## config.mk

```make
export PLATFORM = sky130hd
export DESIGN_NAME = soc_msp430_ram_dma
export DESIGN_NICKNAME = d
export VERILOG_FILES = /design/src/rtl/soc_msp430_ram_dma_pkg.sv /design/src/rtl/soc_msp430_ram_port_mux.sv /design/src/rtl/soc_msp430_ram_dma.sv
export SDC_FILE = /design/constraint.sdc
export NUM_CORES = 1
export LEC_CHECK = 0
export CORE_AREA = 2 2 109 111
export DETAILED_ROUTE_END_ITERATION = 8
export DIE_AREA = 0 0 111 113
export PLACE_DENSITY = 0.62
export SYNTH_ARGS = -nofsm -noshare
export SYNTH_HDL_FRONTEND = slang
export SYNTH_SLANG_ARGS = --single-unit
export TNS_END_PERCENT = 20
```

## constraint.sdc

```tcl
create_clock -name mclk -period 4.4 [get_ports mclk]
set_clock_uncertainty 0.05 [all_clocks]
set_input_delay 1.32 -clock mclk [delete_from_list [all_inputs] [get_ports mclk]]
set_output_delay 1.32 -clock mclk [all_outputs]
set_load 0.02 [all_outputs]
```

## src/rtl/soc_msp430_ram_dma_pkg.sv

```systemverilog
// Shared types and constants for the RAM word-copy DMA engine and its port arbiter.
package soc_msp430_ram_dma_pkg;

    typedef enum logic [1:0] {
        ST_IDLE = 2'd0,
        ST_RD   = 2'd1,
        ST_WR   = 2'd2,
        ST_DONE = 2'd3
    } dma_state_t;

    localparam logic [1:0] WEN_NONE = 2'b11;
    localparam logic [1:0] WEN_WORD = 2'b00;

endpackage

```

## src/rtl/soc_msp430_ram_port_mux.sv

```systemverilog
// Combinational RAM port select: the CPU always wins, and the DMA gets the port only in cycles the CPU leaves idle.
module soc_msp430_ram_port_mux
    import soc_msp430_ram_dma_pkg::*;
#(
    parameter int ADDR_MSB = 6
) (
    input  logic [ADDR_MSB:0] i_cpu_addr,
    input  logic              i_cpu_cen,
    input  logic [15:0]       i_cpu_din,
    input  logic [1:0]        i_cpu_wen,
    input  logic              i_dma_req,
    input  logic [ADDR_MSB:0] i_dma_addr,
    input  logic [15:0]       i_dma_din,
    input  logic [1:0]        i_dma_wen,
    output logic              o_dma_gnt,
    output logic [ADDR_MSB:0] o_ram_addr,
    output logic              o_ram_cen,
    output logic [15:0]       o_ram_din,
    output logic [1:0]        o_ram_wen
);

    // Grant means "CPU idle this cycle"; the FSM only acts on it in RD/WR.
    assign o_dma_gnt = i_cpu_cen;

    always_comb begin
        o_ram_addr = i_dma_addr;
        o_ram_din  = i_dma_din;
        o_ram_cen  = ~i_dma_req;
        o_ram_wen  = i_dma_req ? i_dma_wen : WEN_NONE;
        if (!i_cpu_cen) begin
            o_ram_addr = i_cpu_addr;
            o_ram_din  = i_cpu_din;
            o_ram_cen  = 1'b0;
            o_ram_wen  = i_cpu_wen;
        end
    end

endmodule

```

## src/rtl/soc_msp430_ram_dma.sv

```systemverilog
// Word-copy DMA engine in front of the single-port data RAM; copies ascending, one word per RD/WR pair.
module soc_msp430_ram_dma
    import soc_msp430_ram_dma_pkg::*;
#(
    parameter int ADDR_MSB = 6,
    parameter int MEM_SIZE = 256
) (
    input  logic              mclk,
    input  logic              puc_rst,
    input  logic [ADDR_MSB:0] cpu_addr,
    input  logic              cpu_cen,
    input  logic [15:0]       cpu_din,
    input  logic [1:0]        cpu_wen,
    output logic [15:0]       cpu_dout,
    input  logic              dma_start,
    input  logic [ADDR_MSB:0] dma_src,
    input  logic [ADDR_MSB:0] dma_dst,
    input  logic [ADDR_MSB:0] dma_len,
    output logic              dma_busy,
    output logic              dma_done,
    output logic              dma_err,
    output logic [1:0]        dma_state,
    output logic [ADDR_MSB:0] ram_addr,
    output logic              ram_cen,
    output logic [15:0]       ram_din,
    output logic [1:0]        ram_wen,
    input  logic [15:0]       ram_dout
);

    localparam logic [ADDR_MSB+1:0] WORDS = (ADDR_MSB+2)'(MEM_SIZE / 2);
    localparam logic [ADDR_MSB:0]   ONE   = (ADDR_MSB+1)'(1);

    dma_state_t        r_state;
    logic [ADDR_MSB:0] r_src;
    logic [ADDR_MSB:0] r_dst;
    logic [ADDR_MSB:0] r_cnt;
    logic [15:0]       r_data;
    logic              r_rd_pend;
    logic              r_err;

    logic                w_req;
    logic                w_gnt;
    logic [ADDR_MSB:0]   w_dma_addr;
    logic [1:0]          w_dma_wen;
    logic [15:0]         w_dma_din;
    logic [ADDR_MSB+1:0] w_src_end;
    logic [ADDR_MSB+1:0] w_dst_end;
    logic                w_range_bad;

    // Reset gates the request so an access in the reset cycle never reaches the RAM.
    assign w_req      = ~puc_rst & ((r_state == ST_RD) | (r_state == ST_WR));
    assign w_dma_addr = (r_state == ST_RD) ? r_src : r_dst;
    assign w_dma_wen  = (r_state == ST_WR) ? WEN_WORD : WEN_NONE;
    // The first WR cycle forwards the read data straight from the RAM output.
    assign w_dma_din  = r_rd_pend ? ram_dout : r_data;

    assign w_src_end   = {1'b0, dma_src} + {1'b0, dma_len};
    assign w_dst_end   = {1'b0, dma_dst} + {1'b0, dma_len};
    assign w_range_bad = (w_src_end > WORDS) | (w_dst_end > WORDS);

    soc_msp430_ram_port_mux #(
        .ADDR_MSB (ADDR_MSB)
    ) u_port_mux (
        .i_cpu_addr (cpu_addr),
        .i_cpu_cen  (cpu_cen),
        .i_cpu_din  (cpu_din),
        .i_cpu_wen  (cpu_wen),
        .i_dma_req  (w_req),
        .i_dma_addr (w_dma_addr),
        .i_dma_din  (w_dma_din),
        .i_dma_wen  (w_dma_wen),
        .o_dma_gnt  (w_gnt),
        .o_ram_addr (ram_addr),
        .o_ram_cen  (ram_cen),
        .o_ram_din  (ram_din),
        .o_ram_wen  (ram_wen)
    );

    always_ff @(posedge mclk) begin
        if (puc_rst) begin
            r_state   <= ST_IDLE;
            r_src     <= '0;
            r_dst     <= '0;
            r_cnt     <= '0;
            r_data    <= '0;
            r_rd_pend <= 1'b0;
            r_err     <= 1'b0;
        end else begin
            case (r_state)
                ST_IDLE: begin
                    if (dma_start) begin
                        if (dma_len == '0) begin
                            r_err   <= 1'b0;
                            r_state <= ST_DONE;
                        end else if (w_range_bad) begin
                            r_err <= 1'b1;
                        end else begin
                            r_src   <= dma_src;
                            r_dst   <= dma_dst;
                            r_cnt   <= dma_len;
                            r_err   <= 1'b0;
                            r_state <= ST_RD;
                        end
                    end
                end
                ST_RD: begin
                    if (w_gnt) begin
                        r_rd_pend <= 1'b1;
                        r_state   <= ST_WR;
                    end
                end
                ST_WR: begin
                    // Capture unconditionally: the RAM output is only valid this one cycle.
                    if (r_rd_pend) begin
                        r_data    <= ram_dout;
                        r_rd_pend <= 1'b0;
                    end
                    if (w_gnt) begin
                        r_src   <= r_src + ONE;
                        r_dst   <= r_dst + ONE;
                        r_cnt   <= r_cnt - ONE;
                        r_state <= (r_cnt == ONE) ? ST_DONE : ST_RD;
                    end
                end
                default: r_state <= ST_IDLE;
            endcase
        end
    end

    assign cpu_dout  = ram_dout;
    assign dma_busy  = (r_state != ST_IDLE);
    assign dma_done  = (r_state == ST_DONE);
    assign dma_err   = r_err;
    assign dma_state = r_state;

endmodule

```

# --- After elaboration in Yosys (flattened, before gate mapping) ---
# Cells that the tools add are included.
word_totals:
  reg_bits: 41
  latchBits: 0
  ram_bits: 0
  mem_bits_ro: 0
  in_bits: 66
  output_inout_bits: 47
  word_cells: 72
  n_memories: 0
op_classes:
  addsub: 5
  n_mul: 0
  div: 0
  magnitude_cmp: 2
  n_eq_ne: 10
  shifts: 0
  n_mux: 34
  n_bitwise: 5
  n_reduce_logical: 9
ops:
  columns: ["op", "count"]
  rows:
  - ["2-to-1 mux 7 bit", 14]
  - ["one-hot mux 7 bit (2 select lines)", 3]
  - ["2-to-1 mux 16 bit", 2]
  - ["2-to-1 mux 2 bit", 9]
  - ["adder 7 x 7 -> 8 bit", 2]
  - ["> comparator 8 bit, second input constant", 2]
  - ["adder 7 x 1 -> 7 bit, second input constant", 2]
  - ["!= test 2 bit, second input constant", 5]
  - ["== test 7 x 1 -> 1 bit, second input constant", 1]
  - ["logical NOT 7 bit", 1]
  - ["subtractor 7 x 1 -> 7 bit, second input constant", 1]
  - ["one-hot mux 2 bit (3 select lines)", 1]
  - ["nonzero test 2 bit", 3]
  - ["AND reduction 5 bit", 1]
  - ["== test 2 bit, second input constant", 2]
  - ["2-to-1 mux 1 bit", 4]
  - ["AND reduction 2 bit", 2]
  - ["AND reduction 4 bit", 1]
  - ["!= test 3 bit, second input constant", 1]
  - ["== test 2 x 1 -> 1 bit, second input constant", 1]
  - ["logical NOT 2 bit", 1]
  - ["inverter 1 bit", 2]
  - ["bitwise OR 1 bit", 2]
  - ["one-hot mux 1 bit (2 select lines)", 1]
  - ["bitwise AND 1 bit", 1]

# --- Longest topological paths before layout ---
# Gate-level depths: netlist (run 1).
logic_depth:
  depth_word: 7
  depth_mapped: 11
  mapped_depth_nobuf: 10

# --- Modules after synthesis ---
# From an unflattened synthesis (run 1), not the netlist that was laid out.
hier_totals:
  hier_cells: 414
  hier_area_um2: 3563.4
modules_own_cells:
  columns: ["module", "instances", "cells_per_inst", "area_each_um2", "seq_area_each_um2"]
  rows:
  - ["soc_msp430_ram_dma", 1, 381, 3165.5, 820.8]
  - ["soc_msp430_ram_port_mux", 1, 33, 397.9, 0.0]

# --- Worst setup path after synthesis (run 1) ---
# No wires, ideal clock.
synth_path:
  kind: "input -> register"
  startpoint: "in dma_src[0]"
  endpoint: "reg r_src[4]"
  setup_time_ns: 0.117
  t_arrival_ns: 3.524
  t_required_ns: 4.233
  setup_slack_ns: 0.708
  path_stages: 11
  n_path_buf: 1
  path_cell_list: "ha_1 > fa_1 > a211oi_2 > o21ai_0 > a21o_1 > a211oi_2 > o22ai_2 > o2bb2ai_4 > buf_6 > nand2_1 > a32o_1"
synth_between:
  elab_chain_cells: 5
synth_lines:
  columns: ["item", "line_no", "text"]
  rows:
  - ["start, declared", "soc_msp430_ram_dma.sv:16", "input logic [ADDR_MSB:0] dma_src,"]
  - ["adder 7 x 7 -> 8 bit", "soc_msp430_ram_dma.sv:57", "assign w_src_end = {1'b0, dma_src} + {1'b0, dma_len};"]
  - ["> comparator 8 bit", "soc_msp430_ram_dma.sv:59", "assign w_range_bad = (w_src_end > WORDS) | (w_dst_end > WORDS);"]
  - ["bitwise OR 1 bit", "soc_msp430_ram_dma.sv:59", null]
  - ["!= test 2 bit (no source line)", null, null]
  - ["AND reduction 5 bit (no source line)", null, null]
  - ["end signal, assigned", "soc_msp430_ram_dma.sv:98", "r_src <= dma_src;"]
  - ["end signal, assigned", "soc_msp430_ram_dma.sv:119", "r_src <= r_src + ONE;"]
  - ["end, declared", "soc_msp430_ram_dma.sv:34", "logic [ADDR_MSB:0] r_src;"]
# No other way between the ends.
# A chain may end at the register's enable or synchronous reset.

# --- Worst setup path after layout (run 1) ---
layout_path:
  startpoint: "in cpu_cen"
  endpoint: "out ram_addr[5]"
layout_between:
  elab_chain_cells: 1
layout_lines:
  columns: ["item", "line_no", "text"]
  rows:
  - ["start, declared", "soc_msp430_ram_dma.sv:11", "input logic cpu_cen,"]
  - ["2-to-1 mux 7 bit", "soc_msp430_ram_port_mux.sv:30", "if (!i_cpu_cen) begin"]
  - ["end, declared", "soc_msp430_ram_dma.sv:23", "output logic [ADDR_MSB:0] ram_addr,"]
# No other way between the ends.

==> results.json, run 1 <==
{
  "layout.nets": 625,
  "synthToLayoutAreaGrowth_pct": 40.64,
  "yosysWarnings": 0,
  "start_kind": "input pin",
  "cts_tree": "built",
  "clk_root_buffer_cell": "clkbuf_16",
  "first_iter_violations": 202,
  "die-height_um": 113,
  "dp_cells": 671,
  "cts.sinks": 41,
  "numCtsBuffers": 5,
  "avgSynthCellArea_sq_um": 7.468,
  "grt_max_degree": 50,
  "clkTransAtPathRegs_ns": 0.06,
  "drtPass1Iterations": 4,
  "hold_buffers": 0,
  "area.sequential_sq_um": 820.8,
  "start_util": 0.2942,
  "report.final.slew_viol_count": 0,
  "relSlewSlack": 0.3595,
  "hpwl_mm": 7.779,
  "fp.dieArea_sq_um": 12540,
  "whs_ns": 0.4041,
  "fill_cells": 1135,
  "worstPathRequired_ns": 3.03,
  "drc": 0,
  "r2r_start": "dma_state[0]",
  "rsz0062_at_grt": "false",
  "syn_inst": 444,
  "grt_pass1_vias": 3268,
  "cts.path.max_buffers": 2,
  "hold_viol": 0,
  "grt_overflow": 0,
  "worst_pin_slew_ns": 0.9598,
  "globalplace.congestion": 0.8954,
  "hp-start": "r_data[6]",
  "cap_violations": 0,
  "ys_ff_latch": 41,
  "end_kind": "output port",
  "leakage_uw": 0.001706,
  "drive_above_1_share": 0.06903,
  "synth-seq-area-share": 0.2475,
  "multi_input_area_sq_um": 2212,
  "wire_per_inst_um": 14.70,
  "power_density_nw_per_um2": 389.9,
  "startpoint": "cpu_cen",
  "status": "finished, final reports clean",
  "clk_latency_ns": 0.28,
  "critPathMaxFanout": 49,
  "num_vias": 3473,
  "fmax_ghz": 0.2301,
  "path_class": "in -> out",
  "ios": 113,
  "grt_pass1_wl_mm": 16.06,
  "row_count": 39,
  "synth_cell_type_count": 42,
  "antenna_found_initial": 0,
  "port_buffers": 112,
  "ant_nets": 0,
  "diodes": 0,
  "stdcell_count": 679,
  "fin_crit_ns": 4.346,
  "post-route-period-util": 0.9877,
  "synth.cell_area_sq_um": 3316,
  "syn_nets": 534,
  "wl_mm": 9.978,
  "hold_path.class": "reg -> reg",
  "grt_usage": 0.1541,
  "setup_viol": 0,
  "coreArea_sq_um": 11270,
  "htree_levels": 2,
  "dieWidth_um": 111,
  "ir_drop_v": 0.0001976,
  "vias_per_cell": 5.115,
  "worst_ep_arrival_time_ns": 2.98
}
## flip-flops by register name, summed over array words and instances (netlist names)
signal / count
dma_err: 1
r_rd_pend: 1
r_data: 16
r_src: 7
r_cnt: 7
r_dst: 7
dma_state: 2
## logic make-up (layout without fill, tap and decap cells)
logic type | count (synthesis) | in the layout | share of synthesized area
AND/OR/NAND/NOR | 174 | 174 | 0.2298
AO/OA/AOI/OAI | 112 | 112 | 0.2283
buffers and inverters | 55 | 147 | 0.08528
flip-flops | 41 | 41 | 0.2475
multiplexers | 36 | 36 | 0.1087
adder cells (fa/ha/maj) | 24 | 24 | 0.09509
XOR/XNOR | 2 | 2 | 0.005284
## worst max-delay path: stages
cell,delay (ns)
clkdlybuf4s50_1,0.55
buf_12,0.24
nor2_1,0.11
a21oi_1,0.12
clkdlybuf4s50_1,0.62
## cells in the final DEF, fill, tap and decap left out, types with 9 or more instances in the layout
master,netlist,final
a31oi_1,9,9
nor3_1,16,16
inv_1,13,13
buf_4,18,12
nand2_1,56,56
nand3_1,18,18
dfxtp_1,41,41
a21oi_1,54,54
nor2_1,59,59
ha_1,22,22
mux2i_1,36,36
clkdlybuf4s50_1,0,107
o21ai_0,9,9
## layer usage
| layer | track usage | wire length [um] | up-vias |
|---|---|---|---|
| met3 | 0.02464 | 422 | 13 |
| met4 | 0.04917 | 146 | 0 |
| li1 | - | - | 1766 |
| met1 | 0.1889 | 4234 | 1610 |
| met2 | 0.2773 | 5174 | 84 |
| met5 | 0 | 0 | - |
## path summary, 6_finish.rpt
kind / endpoint / slack [ns] / cells past startpoint
setup reg to reg: dma_state[1] / 1.84 / 9
hold reg to reg: r_data[6] / 0.40 / 2
setup / recovery: ram_addr[5] / 0.05 / 5
hold / removal: r_data[6] / 0.40 / 2
## power by group
part	switching (uW)	internal, uW
Combinational	492	435
Sequential	91.9	450
Clock	141	208
## what timing repair did
| action | in CTS | in global routing |
|---|---|---|
| setup buffers | 0 | 0 |
| endpoints found under the setup margin | 0 | 5 |
| gates resized for setup | 0 | 5 |
| hold endpoints to repair | 0 | 0 |
## metrics by stage
stage	power (uW)	worst slack [ns]	instance area, sq um	setup TNS [ns]	util
after global routing	1954	0.009782	4663	0	0.4137
after global placement	1459	0.05595	4512	0	0.4003
after detailed placement	1477	-0.02699	4512	-0.06366	0.4003
after floorplan	1158	0.7084	3316	0	-
final	1818	0.05410	4663	0	0.4137
after CTS	1835	0.05939	4651	0	0.4126
## cell type report
class	instances	area share
Tap cell	143	0.03837
Sequential cell	41	0.1760
Timing Repair Buffer	126	0.2710
Clock buffer	6	0.02764
Clock inverter	2	0.002146
Inverter	13	0.01046
Multi-Input combinational cell	348	0.4744
## synthesized netlist by cell type
cell	instances	area, sq um
nor2_1	59	221.5
nand2_1	56	210.2
a21oi_1	54	270.3
dfxtp_1	41	820.8
mux2i_1	36	360.4
ha_1	22	275.3
clkbuf_1	20	75.07
buf_4	18	135.1
nand3_1	18	90.09
nor3_1	16	80.08
inv_1	13	48.80
a31oi_1	9	56.30
o21ai_0	9	45.04
a32o_1	6	60.06
or2_2	6	37.54
a211oi_1	5	37.54
nor4_1	5	31.28
or3_1	5	31.28
a211oi_2	4	50.05
a21o_1	3	22.52
nand3b_1	3	22.52
o311ai_1	3	26.28
a211o_1	2	17.52
a22oi_1	2	15.01
a311oi_1	2	17.52
a32oi_1	2	17.52
and3_1	2	12.51
buf_1	2	7.510
fa_1	2	40.04
o21ba_2	2	20.02
o21bai_1	2	15.01
o221a_2	2	22.52
o221ai_1	2	17.52
or2_1	2	12.51
xor2_1	2	17.52
and2_1	1	6.260
buf_2	1	5.000
buf_6	1	11.26
nand4_1	1	6.260
o22ai_1	1	6.260
o22ai_2	1	12.51
o2bb2ai_4	1	27.53
No activity file was read; power rests on OpenSTA's default activity.
==> run 2, diff against run 1 <==
--- a/config.mk
+++ b/config.mk
@@ -5,10 +5,10 @@
 export SDC_FILE = /design/constraint.sdc
 export NUM_CORES = 1
 export LEC_CHECK = 0
-export CORE_AREA = 2 2 109 111
+export CORE_AREA = 2 2 89 91
 export DETAILED_ROUTE_END_ITERATION = 8
-export DIE_AREA = 0 0 111 113
-export PLACE_DENSITY = 0.62
+export DIE_AREA = 0 0 91 93
+export PLACE_DENSITY = 0.84
 export SYNTH_ARGS = -nofsm -noshare
 export SYNTH_HDL_FRONTEND = slang
 export SYNTH_SLANG_ARGS = --single-unit
==> results.json, run 2 (synthesis gave the netlist of run 1 again) <==
{
  "ios": 113,
  "port_buffers": 112,
  "hold_path_depth": 2,
  "slowest_stage": "clkdlybuf4s50_1",
  "multi_input_area_sq_um": 2212,
  "cts.path.max_buffers": 2,
  "drive_above_1_share": 0.06729,
  "critPathMaxFanout": 43,
  "cts_tree": "built",
  "cts_post_setup_buffers_inserted": 0,
  "diodes": 0,
  "post-route-period-util": 0.9854,
  "die-height_um": 93,
  "clkTransAtPathRegs_ns": 0.08,
  "path_buf_inv": 3,
  "hold_path.class": "reg -> reg",
  "grt_pass1_vias": 3473,
  "fill_cells": 684,
  "fin_crit_ns": 4.336,
  "antenna_found_initial": 0,
  "cp_num_cells": 5,
  "ir_drop_v": 0.0002105,
  "fp.dieArea_sq_um": 8463,
  "max_stage_delay_ns": 0.63,
  "hpwl_mm": 7.330,
  "worstPathRequired_ns": 3.03,
  "cap_violations": 0,
  "start_util": 0.4405,
  "numCtsBuffers": 5,
  "relSlewSlack": 0.3497,
  "end_kind": "output port",
  "mostFrequentLayoutCells": "105 x clkdlybuf4s50_1, 59 x nor2_1, 56 x nand2_1",
  "worst_ep_arrival_time_ns": 2.97,
  "globalplace.congestion": 0.8888,
  "layout.nets": 624,
  "drtPass1Iterations": 4,
  "htree_levels": 2,
  "rsz0062_at_grt": "false",
  "status": "finished, final reports clean",
  "row_count": 32,
  "num_vias": 3585,
  "area.sequential_sq_um": 820.8,
  "coreArea_sq_um": 7527,
  "start_kind": "input pin",
  "grt_overflow": 0,
  "hold_viol": 0,
  "report.final.slew_viol_count": 0,
  "first_iter_violations": 212,
  "leakage_uw": 0.001695,
  "path_class": "in -> out",
  "grt_max_degree": 49,
  "setup_viol": 0,
  "drc": 0,
  "post-route-util": 0.6049,
  "power_density_nw_per_um2": 375.9,
  "ant_nets": 0,
  "whs_ns": 0.4055,
  "grt_pass1_wl_mm": 16.04,
  "placed_area_sq_um": 4453,
  "vias_per_cell": 5.628,
  "layout_commonest_cell": "clkdlybuf4s50_1",
  "cp_cell_sequence": "clkdlybuf4s50_1 > buf_12 > nor2_1 > a21oi_1 > clkdlybuf4s50_1",
  "r2r_cells": 9,
  "clk_latency_ns": 0.30,
  "fmax_ghz": 0.2306,
  "wire_per_inst_um": 15.11,
  "crit_top_cell": "clkdlybuf4s50_1",
  "hold_buffers": 0,
  "dieWidth_um": 91,
  "finalInstanceArea_sq_um": 4553,
  "worst_pin_slew_ns": 0.9744,
  "regMostFlops": "r_data",
  "largest_reg_flops": 16,
  "crit_family": "buffers and inverters",
  "cts.sinks": 41,
  "wl_mm": 9.627,
  "clk_root_buffer_cell": "clkbuf_8",
  "grt_usage": 0.2264,
  "synthToLayoutAreaGrowth_pct": 37.32
}
==> run 2: changes by cell type in the layout (fill, tap and decap cells not counted), sizes merged <==
cell,before,now
clkdlybuf4s50,107,105
dlymetal6s2s,5,7
buf,14,13
==> run 2: cell type report <==
class,count,share of cell area
Clock buffer,6,0.01594
Clock inverter,2,0.002198
Inverter,13,0.01072
Multi-Input combinational cell,348,0.4858
Sequential cell,41,0.1803
Tap cell,102,0.02803
Timing Repair Buffer,125,0.2770
==> run 2: worst register-to-register path: cells and delay by family (launching register included) <==
family | cells | cell delay, ns
and+or+nand+nor | 2 | 0.20
AOI/OAI and AO/OA | 2 | 0.31
muxes | 1 | 0.14
buffers and inverters | 3 | 1.07
DFF | 1 | 0.43
adders and majority gates | 1 | 0.20
==> run 2: layer usage <==
layer / up-vias / share of wire / track usage
li1: 1762 / - / -
met2: 121 / 0.50 / 0.3827
met3: 34 / 0.045 / 0.03223
met5: - / 0 / 0
met4: 0 / 0.042 / 0.1098
met1: 1668 / 0.41 / 0.2841
==> run 2: repair_timing <==
| item | 4_1_cts | 5_1_grt |
|---|---|---|
| setup endpoints to repair | 0 | 7 |
| endpoints found under the hold margin | 0 | 0 |
| gates resized for setup | 0 | 7 |
==> run 2: path summary, 6_finish.rpt <==
check                     from            to  slack, ns
setup / recovery       cpu_cen   ram_addr[4]       0.06
hold / removal       r_data[8]     r_data[8]       0.41
setup reg to reg  dma_state[0]  dma_state[1]       1.87
hold reg to reg      r_data[8]     r_data[8]       0.41
==> run 2: through the flow <==
step	setup slack, ns	power [uW]	cells	TNS, ns
after floorplan	0.7084	1158	444	0
after global placement	0.04467	1439	629	0
after detailed placement	-0.01930	1469	629	-0.03808
after CTS	0.03428	1711	637	0
after global routing	0.0009381	1832	637	0
final	0.06441	1712	637	0
==> run 2: report_power, final <==
part,internal [uW],switching [uW]
logic,434,491
registers,449,94.5
clock network,110,134
total,993,719
